**src/rtl/multicycle_control_unit_if.sv**
```systemverilog
// Control bundle between the multicycle control unit (master) and the datapath (slave).
// It carries the instruction fields, the ALU flags, the memory handshake and all select/enable lines.
interface multicycle_control_unit_if;
    logic [6:0] opcode;
    logic [2:0] func3;
    logic       zero_flag;
    logic       lt_flag;
    logic       ltu_flag;
    logic       mem_ready;
    logic       sel_bit;
    logic       mux1_load_bit;
    logic       mem_read;
    logic       mem_write_en;
    logic       reg_write_en;
    logic       write_mux_sel;
    logic [1:0] sel_bit_PC;
    logic       pc_write;
    logic       ir_write;
    logic       trap;
    logic [2:0] state;

    modport master (
        input  opcode, func3, zero_flag, lt_flag, ltu_flag, mem_ready,
        output sel_bit, mux1_load_bit, mem_read, mem_write_en, reg_write_en,
               write_mux_sel, sel_bit_PC, pc_write, ir_write, trap, state
    );

    modport slave (
        output opcode, func3, zero_flag, lt_flag, ltu_flag, mem_ready,
        input  sel_bit, mux1_load_bit, mem_read, mem_write_en, reg_write_en,
               write_mux_sel, sel_bit_PC, pc_write, ir_write, trap, state
    );
endinterface

```
**src/rtl/multicycle_control_unit.sv**
```systemverilog
// Multi-cycle RV32 control FSM: FETCH/DECODE/EXEC/MEM/WB sequencing with a timed
// memory handshake and a sticky TRAP state. Only the state and the wait counter are registered.
module multicycle_control_unit #(
    parameter int MEM_TIMEOUT   = 16,
    parameter bit EN_EXT_BRANCH = 1'b1
) (
    input  logic                       clk,
    input  logic                       rst_n,
    multicycle_control_unit_if.master  bus
);
    typedef enum logic [2:0] {
        S_FETCH  = 3'd0,
        S_DECODE = 3'd1,
        S_EXEC   = 3'd2,
        S_MEM    = 3'd3,
        S_WB     = 3'd4,
        S_TRAP   = 3'd7
    } state_e;

    state_e     state_q, state_d;
    logic [7:0] cnt_q, cnt_d;
    logic [8:0] cnt_inc;

    logic is_r, is_i, is_lw, is_sw, is_b, is_jal, is_jalr;
    logic br_legal, legal, taken;

    logic       sel_bit, mux1_load_bit, mem_read, mem_write_en, reg_write_en;
    logic       write_mux_sel, pc_write, ir_write, trap;
    logic [1:0] sel_bit_PC;

    assign cnt_inc = {1'b0, cnt_q} + 9'd1;

    always_comb begin
        is_r    = (bus.opcode == 7'b0110011);
        is_i    = (bus.opcode == 7'b0010011);
        is_lw   = (bus.opcode == 7'b0000011);
        is_sw   = (bus.opcode == 7'b0100011);
        is_b    = (bus.opcode == 7'b1100011);
        is_jal  = (bus.opcode == 7'b1101111);
        is_jalr = (bus.opcode == 7'b1100111);
        // func3 010/011 are never branches; 1xx only when the extended set is enabled
        br_legal = (bus.func3[2:1] == 2'b00) || (bus.func3[2] && EN_EXT_BRANCH);
        legal    = is_r || is_i || is_lw || is_sw || (is_b && br_legal) || is_jal || is_jalr;
        case (bus.func3)
            3'b000:  taken = bus.zero_flag;
            3'b001:  taken = !bus.zero_flag;
            3'b100:  taken = bus.lt_flag;
            3'b101:  taken = !bus.lt_flag;
            3'b110:  taken = bus.ltu_flag;
            3'b111:  taken = !bus.ltu_flag;
            default: taken = 1'b0;
        endcase
    end

    always_comb begin
        state_d       = state_q;
        cnt_d         = cnt_q;
        sel_bit       = 1'b0;
        mux1_load_bit = 1'b0;
        mem_read      = 1'b0;
        mem_write_en  = 1'b0;
        reg_write_en  = 1'b0;
        write_mux_sel = 1'b0;
        sel_bit_PC    = 2'b00;
        pc_write      = 1'b0;
        ir_write      = 1'b0;
        trap          = 1'b0;

        case (state_q)
            S_FETCH: begin
                ir_write = 1'b1;
                state_d  = S_DECODE;
            end
            S_DECODE: begin
                state_d = legal ? S_EXEC : S_TRAP;
            end
            S_EXEC: begin
                if (is_r) begin
                    state_d = S_WB;
                end else if (is_i) begin
                    sel_bit = 1'b1;
                    state_d = S_WB;
                end else if (is_lw || is_sw) begin
                    sel_bit       = 1'b1;
                    mux1_load_bit = 1'b1;
                    cnt_d         = 8'd0;
                    state_d       = S_MEM;
                end else if (is_b) begin
                    pc_write   = 1'b1;
                    sel_bit_PC = taken ? 2'b10 : 2'b00;
                    state_d    = S_FETCH;
                end else if (is_jal) begin
                    reg_write_en = 1'b1;
                    pc_write     = 1'b1;
                    sel_bit_PC   = 2'b01;
                    state_d      = S_FETCH;
                end else if (is_jalr) begin
                    sel_bit      = 1'b1;
                    reg_write_en = 1'b1;
                    pc_write     = 1'b1;
                    sel_bit_PC   = 2'b11;
                    state_d      = S_FETCH;
                end else begin
                    state_d = S_TRAP;
                end
            end
            S_MEM: begin
                sel_bit       = 1'b1;
                mux1_load_bit = 1'b1;
                mem_read      = is_lw;
                mem_write_en  = is_sw;
                // a ready in the timeout cycle still completes the access
                if (bus.mem_ready) begin
                    if (is_lw) begin
                        state_d = S_WB;
                    end else begin
                        pc_write = 1'b1;
                        state_d  = S_FETCH;
                    end
                end else begin
                    cnt_d = cnt_inc[7:0];
                    if (cnt_inc >= 9'(MEM_TIMEOUT)) begin
                        state_d = S_TRAP;
                    end
                end
            end
            S_WB: begin
                reg_write_en  = 1'b1;
                write_mux_sel = 1'b1;
                pc_write      = 1'b1;
                mem_read      = is_lw;
                mux1_load_bit = is_lw;
                state_d       = S_FETCH;
            end
            S_TRAP: begin
                trap = 1'b1;
            end
            default: begin
                state_d = S_TRAP;
            end
        endcase

        // reset drops every request combinationally, including a pending memory access
        if (!rst_n) begin
            sel_bit       = 1'b0;
            mux1_load_bit = 1'b0;
            mem_read      = 1'b0;
            mem_write_en  = 1'b0;
            reg_write_en  = 1'b0;
            write_mux_sel = 1'b0;
            sel_bit_PC    = 2'b00;
            pc_write      = 1'b0;
            ir_write      = 1'b0;
            trap          = 1'b0;
        end
    end

    always_ff @(posedge clk) begin
        if (!rst_n) begin
            state_q <= S_FETCH;
            cnt_q   <= 8'd0;
        end else begin
            state_q <= state_d;
            cnt_q   <= cnt_d;
        end
    end

    assign bus.sel_bit       = sel_bit;
    assign bus.mux1_load_bit = mux1_load_bit;
    assign bus.mem_read      = mem_read;
    assign bus.mem_write_en  = mem_write_en;
    assign bus.reg_write_en  = reg_write_en;
    assign bus.write_mux_sel = write_mux_sel;
    assign bus.sel_bit_PC    = sel_bit_PC;
    assign bus.pc_write      = pc_write;
    assign bus.ir_write      = ir_write;
    assign bus.trap          = trap;
    assign bus.state         = state_q;
endmodule

```
**src/flat_wrapper.sv**
```systemverilog
// flat-port wrapper written by rule: the top's interface ports become plain ports
module multicycle_control_unit_flat 
#(
    parameter int MEM_TIMEOUT   = 16,
    parameter bit EN_EXT_BRANCH = 1'b1
)
  (clk, rst_n, bus_opcode, bus_func3, bus_zero_flag, bus_lt_flag, bus_ltu_flag, bus_mem_ready, bus_sel_bit, bus_mux1_load_bit, bus_mem_read, bus_mem_write_en, bus_reg_write_en, bus_write_mux_sel, bus_sel_bit_PC, bus_pc_write, bus_ir_write, bus_trap, bus_state);
  multicycle_control_unit_if bus_i ();
  input  logic clk;
  input  logic rst_n;
  input wire logic [$bits(bus_i.opcode)-1:0] bus_opcode;
  input wire logic [$bits(bus_i.func3)-1:0] bus_func3;
  input wire logic [$bits(bus_i.zero_flag)-1:0] bus_zero_flag;
  input wire logic [$bits(bus_i.lt_flag)-1:0] bus_lt_flag;
  input wire logic [$bits(bus_i.ltu_flag)-1:0] bus_ltu_flag;
  input wire logic [$bits(bus_i.mem_ready)-1:0] bus_mem_ready;
  output wire logic [$bits(bus_i.sel_bit)-1:0] bus_sel_bit;
  output wire logic [$bits(bus_i.mux1_load_bit)-1:0] bus_mux1_load_bit;
  output wire logic [$bits(bus_i.mem_read)-1:0] bus_mem_read;
  output wire logic [$bits(bus_i.mem_write_en)-1:0] bus_mem_write_en;
  output wire logic [$bits(bus_i.reg_write_en)-1:0] bus_reg_write_en;
  output wire logic [$bits(bus_i.write_mux_sel)-1:0] bus_write_mux_sel;
  output wire logic [$bits(bus_i.sel_bit_PC)-1:0] bus_sel_bit_PC;
  output wire logic [$bits(bus_i.pc_write)-1:0] bus_pc_write;
  output wire logic [$bits(bus_i.ir_write)-1:0] bus_ir_write;
  output wire logic [$bits(bus_i.trap)-1:0] bus_trap;
  output wire logic [$bits(bus_i.state)-1:0] bus_state;
  assign bus_i.opcode = bus_opcode;
  assign bus_i.func3 = bus_func3;
  assign bus_i.zero_flag = bus_zero_flag;
  assign bus_i.lt_flag = bus_lt_flag;
  assign bus_i.ltu_flag = bus_ltu_flag;
  assign bus_i.mem_ready = bus_mem_ready;
  assign bus_sel_bit = bus_i.sel_bit;
  assign bus_mux1_load_bit = bus_i.mux1_load_bit;
  assign bus_mem_read = bus_i.mem_read;
  assign bus_mem_write_en = bus_i.mem_write_en;
  assign bus_reg_write_en = bus_i.reg_write_en;
  assign bus_write_mux_sel = bus_i.write_mux_sel;
  assign bus_sel_bit_PC = bus_i.sel_bit_PC;
  assign bus_pc_write = bus_i.pc_write;
  assign bus_ir_write = bus_i.ir_write;
  assign bus_trap = bus_i.trap;
  assign bus_state = bus_i.state;
  multicycle_control_unit #(.MEM_TIMEOUT(MEM_TIMEOUT), .EN_EXT_BRANCH(EN_EXT_BRANCH)) u_core (.clk(clk), .rst_n(rst_n), .bus(bus_i));
endmodule
```
**config.mk**
```make
export PLATFORM = sky130hd
export DESIGN_NAME = multicycle_control_unit_flat
export DESIGN_NICKNAME = d
export VERILOG_FILES = /design/src/rtl/multicycle_control_unit_if.sv /design/src/rtl/multicycle_control_unit.sv /design/src/flat_wrapper.sv
export SDC_FILE = /design/constraint.sdc
export NUM_CORES = 1
export LEC_CHECK = 0
export ABC_AREA = 0
export ABC_CLOCK_PERIOD_IN_PS = 2300
export BUFFER_PORTS_ARGS = -buffer_cell sky130_fd_sc_hd__buf_2
export CORE_MARGIN = 10
export CORE_UTILIZATION = 49
export DETAILED_ROUTE_END_ITERATION = 10
export GPL_ROUTABILITY_DRIVEN = 0
export PLACE_DENSITY = 0.78
export RECOVER_POWER = 100
export SLEW_MARGIN = 20
export SYNTH_ARGS = -nofsm -noshare
export SYNTH_HDL_FRONTEND = slang
export SYNTH_SLANG_ARGS = --single-unit
export TNS_END_PERCENT = 1
```
**constraint.sdc**
```tcl
create_clock -name clk -period 2.3 [get_ports clk]
set_input_delay 0.46 -clock clk [delete_from_list [all_inputs] [get_ports clk]]
set_output_delay 0.46 -clock clk [all_outputs]
set_load 0.01 [all_outputs]
```
Word level (Yosys, flattened, before mapping)
Cells that the tools add are included.

Add/subtract/negate cells: 1. Order comparisons: 1. Eq/ne operators: 22. Muxes and demuxes: 64. Bitwise operators: 1. Reduce and logical (&&, ||, !) cells: 19.

Operator list (number): 2-to-1 mux 1 bit (34); 2-to-1 mux 8 bit (4); 2-to-1 mux 3 bit (10); equality test 7 bit, second input constant (3); equality test 3 bit, second input constant (6); 2-to-1 mux 2 bit (9); one-hot mux 3 bit (6 select lines) (1); one-hot mux 8 bit (2 select lines) (1); equality test 7 x 6 -> 1 bit, second input constant (2); adder 8 x 1 -> 9 bit, second input constant (1); greater-or-equal comparator 9 x 5 -> 1 bit, second input constant (1); logical OR 1 bit (8); equality test 7 x 2 -> 1 bit, second input constant (1); equality test 7 x 5 -> 1 bit, second input constant (1); equality test 3 x 1 -> 1 bit, second input constant (2); equality test 3 x 2 -> 1 bit, second input constant (2); logical NOT 3 bit (2); inequality test 2 bit, second input constant (3); one-hot mux 1 bit (3 select lines) (2); one-hot mux 1 bit (6 select lines) (1); AND reduction 5 bit (1); one-hot mux 1 bit (2 select lines) (2); logical NOT 1 bit (3); inequality test 3 x 2 -> 1 bit, second input constant (1); 7 further kinds (7).

Register bits: 11. Input port bits: 16. Output and inout port bits: 14. Word-level logic and storage cells: 110.

Depth between registers and ports, before layout
Gate-level depths: netlist of run 1.

Word-level depth: 9. Gate-level depth with buffers: 6. Mapped depth without buffers: 6.

Worst setup path before layout of run 1
OpenSTA, ideal clock, no wires.

Path type: input to output. Start: input port bus_opcode[2]. End: output port bus_mux1_load_bit. Arrival time: 1578 ps. Data required time: 1840 ps. Slack: 262 ps. Cell stages on the path: 4. Cell sequence: or3_4 > or4_4 > o21ai_0 > and2_1.

Longest elaborated chain between the ends: 7. Elaborated cells on any way between the ends: 10. Those cells by class: eq/ne (4); mux (5); reduce/logical (1).

Ends and longest elaborated chain: from (decl) (line flat_wrapper.sv:11) `input wire logic [$bits(bus_i.opcode)-1:0] bus_opcode;`; equality test 7 x 2 -> 1 bit / equality test 7 x 6 -> 1 bit (equally long branches) (line multicycle_control_unit.sv:36, multicycle_control_unit.sv:37); logical OR 1 bit (line multicycle_control_unit.sv:83) `end else if (is_lw || is_sw) begin`; 2-to-1 mux 1 bit (line multicycle_control_unit.sv:83); 2-to-1 mux 1 bit (line multicycle_control_unit.sv:80) `end else if (is_i) begin`; 2-to-1 mux 1 bit (line multicycle_control_unit.sv:78) `if (is_r) begin`; one-hot mux 1 bit (3 select lines) (*) (line multicycle_control_unit.sv:69) `case (state_q)`; 2-to-1 mux 1 bit (*) (line multicycle_control_unit.sv:144) `if (!rst_n) begin`; to (decl) (line flat_wrapper.sv:18) `output wire logic [$bits(bus_i.mux1_load_bit)-1:0] bus_mux1_load_bit;`.

Mark *: on every way between the ends. The rest lies on a longest branch, timed or not.

Final worst setup path of run 1
Start: input port bus_opcode[2]. End: output port bus_pc_write.

Longest elaborated chain between the ends: 9. Elaborated cells on any way between the ends: 18. Those cells by class: eq/ne (7); mux (10); reduce/logical (1).

Ends and longest elaborated chain: equality test 7 bit (line multicycle_control_unit.sv:40) `is_jalr = (bus.opcode == 7'b1100111);`; 2-to-1 mux 1 bit (line multicycle_control_unit.sv:97) `end else if (is_jalr) begin`; 2-to-1 mux 1 bit (line multicycle_control_unit.sv:92) `end else if (is_jal) begin`; 2-to-1 mux 1 bit (line multicycle_control_unit.sv:88) `end else if (is_b) begin`; 2-to-1 mux 1 bit (line multicycle_control_unit.sv:83); 2-to-1 mux 1 bit (line multicycle_control_unit.sv:80); 2-to-1 mux 1 bit (line multicycle_control_unit.sv:78); one-hot mux 1 bit (3 select lines) (*) (line multicycle_control_unit.sv:69); 2-to-1 mux 1 bit (*) (line multicycle_control_unit.sv:144); to (decl) (line flat_wrapper.sv:24) `output wire logic [$bits(bus_i.pc_write)-1:0] bus_pc_write;`.

Marks and branches as above.

==> impl_results.md, run 1 <==
* Fillers at 184
* Gate Count Post-Synth at 125
* Wire length on met1 at 1120 um
* Final #Nets at 174
* Internal power at 390 uW
* Max Root-Sink Buffers at 2
* Floorplan core area at 1760 sq um
* Met2 wire len at 1210 um
* Max-cap violations at 0
* Post-route ant nets at 0
* Maximum vdd drop at 0.431 mV
* Vias in the first global route at 981
* Yosys cell types at 43
* Clock sink count at 11
* Synth top area share at 23.7%
* Seq cells post-synth at 11
* Area of the multi-input gates at 652 sq um
* # diodes at 0
* Clk root buf: clkbuf_4
* Sw frac at 41.1%
* Largest cells by area after synthesis: dfxtp_1 (24%), nand3_1 (5.4%), a21oi_1 (4.8%), nand2_1 (4.0%), nor2_1 (4.0%)
* Reg area at 220 sq um
* Port Buffers at 29
* Share of cells above drive strength 1 at 21.8%
* Residual DRC count at 0
* Fin. max-slew vios at 0
* Die area at 4040 sq um
* Clock network power share at 20.1%
* Sequential area share after synthesis at 23.7%
* CTS tree: done
* DP Wirelength at 2070 um
* F_max at 0.442 GHz
* Status: complete, no violations
* Number of synthesized flops with an enable pin at 0
* Worst reg2reg startpoint: u_core.bus.state[0]$_SDFFE_PN0P_
* Hold Path Class: reg2reg
* Finished Layout Cells at 181
* Chip width at 63.6 um
* WL final at 2570 um
* Worst relative slew slack at 58.0%
* Syn Std Cell Area at 930 sq um
* Grt ovf at 0
* Worst-Margin Slew at 626 ps
* RSZ-0062 raised after global routing: true
* Max Used Layer: met4
* Routed vias at 1069
* Final Cycle Share at 98.4%
* Count leader, synth: dfxtp_1
* Pleak at 0.460 nW
* Post-CTS Setup Inserts at 0
* CP required at 1840 ps
* Final setup vio count at 0
* IO Pins at 30
* Vias per Instance at 5.91
* Crit path DAT at 1800 ps
* Final hold violation count at 0
* First-pass GRT wire length at 4290 um
* Placed Cells at 177
* Post-synth ARST share at 0%
* Logic gate share of total power at 41.1%
* Initial Util at 52.7%
* Worst hold start: u_core.cnt_q[3]$_SDFFE_PN0P_
* Pwr Total at 663 uW
* Crit. Startpoint: bus_opcode[2]
* Crit Path Max Fanout at 4
* CTS buffer count at 3
* Clock Skew at 6.87 ps
* Worst Path Class, Setup: in2out
* DR pass1 iterations at 4
* Clk pin slew, worst setup/hold paths at 60 ps
* Cell taking the most area after synthesis: dfxtp_1
* Net load switching power at 272 uW
* Drt wl/cell at 14.2 um
* CP Launch Type: input port
* Met3 wire length at 208 um
* Warnings, synthesis at 0
* H-tree depth at 1
* Antenna violations before repair at 0
* Power Density at 603 nW/um^2
* Largest net degree at the start of global routing at 18
* DRT iter0 DRCs at 34
* Die H at 63.6 um
* Area growth, synth to finish at 18.3%
* Final core occ at 62.3%
* Rows at 15
* Sequential share of power at 38.7%
* Worst-Skew Late Latency at 280 ps
* Syn Area/Cell at 7.44 sq um
* Synth Flop Type: dfxtp_1
* GRT Util Overall at 12.5%
* Worst setup EP type: output pin
* Synth Net Count at 142
* Most frequent cells after synthesis: dfxtp_1 (11), nand2_1 (10), nand3_1 (10), nor2_1 (10), a21oi_1 (9)
* Clock period minus worst slack at 2260 ps
==> power groups by stage <==
stage	sequential, mW	clock (mW)	combinational, mW
2_1_floorplan	0.246	0	0.199
3_3_place_gp	0.258	0	0.281
3_5_place_dp	0.259	0	0.283
4_1_cts	0.254	0.138	0.284
5_1_grt	0.262	0.146	0.305
6_report	0.257	0.134	0.273
==> layout make-up <==
type / count / area share, %
multi-input combinational: 103 / 59.3
clock buffer: 4 / 2.39
inverter: 7 / 2.39
timing repair buffer: 31 / 13.1
sequential: 11 / 20.0
tap: 25 / 2.84
==> worst paths after layout <==
kind	slack [ps]	depth (start not counted)	endpoint
setup / recovery	40	6	bus_pc_write
setup reg to reg	300	5	u_core.cnt_q[7]$_SDFFE_PN0P_
hold reg to reg	520	2	u_core.cnt_q[3]$_SDFFE_PN0P_
hold / removal	520	2	u_core.cnt_q[3]$_SDFFE_PN0P_
==> routing by layer <==
layer / track usage [%] / up-vias
met5: 0 / -
met1: 15.0 / 491
met3: 5.30 / 4
met4: 4.10 / 0
met2: 19.6 / 38
li1: - / 536
==> stage by stage <==
| step | hold slack (ps) | cell area, sq um | setup TNS, ps | setup WS (ps) |
|---|---|---|---|---|
| 6_report | 523 | 1100 | 0 | 36.9 |
| 4_1_cts | 519 | 1120 | 0 | 21.9 |
| 3_5_place_dp | 508 | 1090 | 0 | 27.7 |
| 3_3_place_gp | 494 | 1090 | 0 | 53.1 |
| 5_1_grt | 553 | 1100 | -12.3 | -12.3 |
| 2_1_floorplan | 471 | 930 | 0 | 262 |
==> flip-flops by register name, summed over array words and instances (netlist names) <==
register	count
u_core.cnt_q	8
u_core.bus.state	3
==> placed cells by master (no fill, tap or decap), types with 5 or more instances in the layout <==
cell | netlist | routed
buf_2 | 0 | 19
nand2_1 | 10 | 10
o21ai_0 | 7 | 6
dfxtp_1 | 11 | 11
nor3_1 | 7 | 7
and3_1 | 5 | 5
nor2_1 | 10 | 9
nand3_1 | 10 | 10
inv_1 | 7 | 7
clkbuf_1 | 2 | 12
a21oi_1 | 9 | 9
==> critical path, stage by stage <==
cell,delay (ps)
buf_2,100
or3_4,400
or4_4,440
a31oi_1,170
o21ai_0,80
buf_2,150
==> kinds of logic (layout without fill, tap and decap cells) <==
group,after synthesis,after routing,synth area share (%)
flops,11,11,23.7
fa+ha+maj,1,1,1.35
xor+xnor,3,3,2.83
compound gates,38,38,29.2
simple gates,59,59,34.7
mux,2,2,2.15
buf+inv,11,42,6.06
==> repair_timing <==
action	CTS	global route
endpoints found under the setup margin	0	3
gates resized for setup	0	2
hold buffers	0	0
Note: power is estimated with default switching activity, not from simulation.
==> run 2, diff against run 1 <==
--- a/config.mk
+++ b/config.mk
@@ -10,7 +10,10 @@
 export BUFFER_PORTS_ARGS = -buffer_cell sky130_fd_sc_hd__buf_2
+export CELL_PAD_IN_SITES_DETAIL_PLACEMENT = 1
+export CELL_PAD_IN_SITES_GLOBAL_PLACEMENT = 1
 export CORE_MARGIN = 10
-export CORE_UTILIZATION = 49
+export CORE_UTILIZATION = 35
+export CTS_BUF_LIST = sky130_fd_sc_hd__clkbuf_16
 export DETAILED_ROUTE_END_ITERATION = 10
 export GPL_ROUTABILITY_DRIVEN = 0
-export PLACE_DENSITY = 0.78
+export PLACE_DENSITY = 0.79
 export RECOVER_POWER = 100
--- a/constraint.sdc
+++ b/constraint.sdc
@@ -3,2 +3,2 @@
 set_output_delay 0.46 -clock clk [all_outputs]
-set_load 0.01 [all_outputs]
+set_load 0.005 [all_outputs]
==> run 2 against run 1 <==
Clock power grew 130%. Combinational power decreased by 4%. First-iteration DRC count up 88%. Cell area grew 6.6%. Hold slack got worse by 13 ps. Critical endpoint unchanged. Highest routed layer unchanged.
==> impl_results.md, run 2 (synthesized netlist as in run 1, its figures left out) <==
* Status: complete, no violations
* # diodes at 0
* Worst relative slew slack at 57.8%
* CTS tree: done
* DP Wirelength at 2620 um
* Post-route cell area at 1170 sq um
* Largest net degree at the start of global routing at 18
* F_max at 0.436 GHz
* First-pass GRT wire length at 5660 um
* GR Util met2 at 22.1%
* RSZ-0062 raised after global routing: true
* Reg area at 220 sq um
* Power Density at 723 nW/um^2
* Crit Path Max Fanout at 4
* Reg-to-reg endpoint: u_core.cnt_q[7]$_SDFFE_PN0P_
* Dpl ws at -22.7 ps
* Final worst setup slack at 8.88 ps
* Pleak at 0.497 nW
* Final hold violation count at 0
* Most common cell after layout, fill and taps aside: buf_2
* CP Launch Type: input port
* Clk root buf: clkbuf_16
* DRT iter0 DRCs at 64
* CTS Hold Bufs at 0
* Global routing usage on met3 at 2.34%
* Delay of the slowest critical-path stage at 450 ps
* Drt wl/cell at 17.5 um
* Hold Path Class: reg2reg
* Worst setup EP type: output pin
* Clock period minus worst slack at 2290 ps
* CTS buffer count at 3
* Floorplan core area at 2500 sq um
* Maximum vdd drop at 0.443 mV
* GRT busiest layer: met2
* Chip width at 71.5 um
* Fin. max-slew vios at 0
* Routed vias at 1110
* Most frequent cells in the layout: buf_2 (18), dfxtp_1 (11)
* WL final at 3260 um
* Worst reg2reg path depth at 5
* Hold slack final at 510 ps
* CP required at 1840 ps
* Max reg flops at 8
* Rows at 18
* Antenna violations before repair at 0
* Initial Util at 37.2%
* Vias per Instance at 5.97
* Clock Skew at 3.35 ps
* Hold Path End: u_core.cnt_q[3]$_SDFFE_PN0P_
* GRT Util Overall at 13.0%
* Cell Chain, Critical Path: buf_6 > or3_4 > or4_4 > a31oi_1 > o21ai_1 > buf_2
* Worst Path Class, Setup: in2out
* Final setup vio count at 0
* Max Root-Sink Buffers at 2
* Crit path DAT at 1830 ps
* Pwr Total at 847 uW
* Fillers at 341
* Worst-Skew Late Latency at 240 ps
* Hold path depth at 2
* DP Area at 1100 sq um
* Max-cap violations at 0
* Worst hold start: u_core.cnt_q[3]$_SDFFE_PN0P_
* Residual DRC count at 0
* DR pass1 iterations at 4
* Final Cycle Share at 99.6%
* Area of the multi-input gates at 652 sq um
* Reg-to-reg slack, setup at 290 ps
* IO Pins at 30
* Die H at 71.5 um
* GR Layer Usage met1 at 14.8%
* Final #Nets at 174
* Reg with most FFs: u_core.cnt_q
* Final core occ at 46.9%
* Share of cells above drive strength 1 at 22.4%
* Port Buffers at 29
* Grt ovf at 0
* Clk pin slew, worst setup/hold paths at 40 ps
* Worst reg2reg startpoint: u_core.bus.state[0]$_SDFFE_PN0P_
* Post-route ant nets at 0
* H-tree depth at 1
* Die area at 5120 sq um
* Area growth, synth to finish at 26.1%
* CP max-delay cell: or4_4
* Vias in the first global route at 1236
* Worst-Margin Slew at 629 ps
* Clock sink count at 11
-- run 2: layout make-up --
cell class	instances	area share (%)
clock buffer	3	6.40
multi-input combinational	103	55.6
timing repair buffer	31	13.4
sequential	11	18.8
clock inverter	1	0.320
inverter	7	2.24
tap	30	3.20
-- run 2: power breakdown --
part	switching (mW)	internal, mW
registers	0.0585	0.212
logic	0.146	0.117
clock network	0.0859	0.228
-- run 2: how the worst max path moves through the flow --
stage	end	from	slack, ps	depth (start not counted)
floorplan	bus_mux1_load_bit	bus_opcode[2]	300	4
global placement	bus_pc_write	bus_opcode[2]	60	6
detailed placement	bus_pc_write	bus_opcode[3]	-20	6
CTS	bus_pc_write	bus_opcode[2]	10	6
global route	bus_pc_write	bus_opcode[2]	-50	6
finish	bus_pc_write	bus_opcode[2]	9	6
-- run 2: layer usage --
metal / wire length [um] / part of all wire [%]
met5: 0 / 0
met4: 105 / 3.2
met3: 135 / 4.1
met2: 1560 / 48
met1: 1450 / 45
-- run 2: worst max-delay path: cells and delay by family --
family                 cells  cell delay [ps]
buffers and inverters      2              240
AO/OA/AOI/OAI              2              290
AND/OR/NAND/NOR            2              840
-- run 2: what timing repair did --
action | 4_1_cts | 5_1_grt
resized for setup | 4 | 1
pin swaps | 1 | 0
cloned | 0 | 0
setup endpoints to repair | 1 | 4
setup buffers | 0 | 0
-- run 2: metrics by stage --
step | instances | setup TNS, ps
3_5_place_dp | 182 | -22.7
3_3_place_gp | 182 | 0
5_1_grt | 186 | -94.4
2_1_floorplan | 125 | 0
6_report | 186 | 0
4_1_cts | 186 | 0
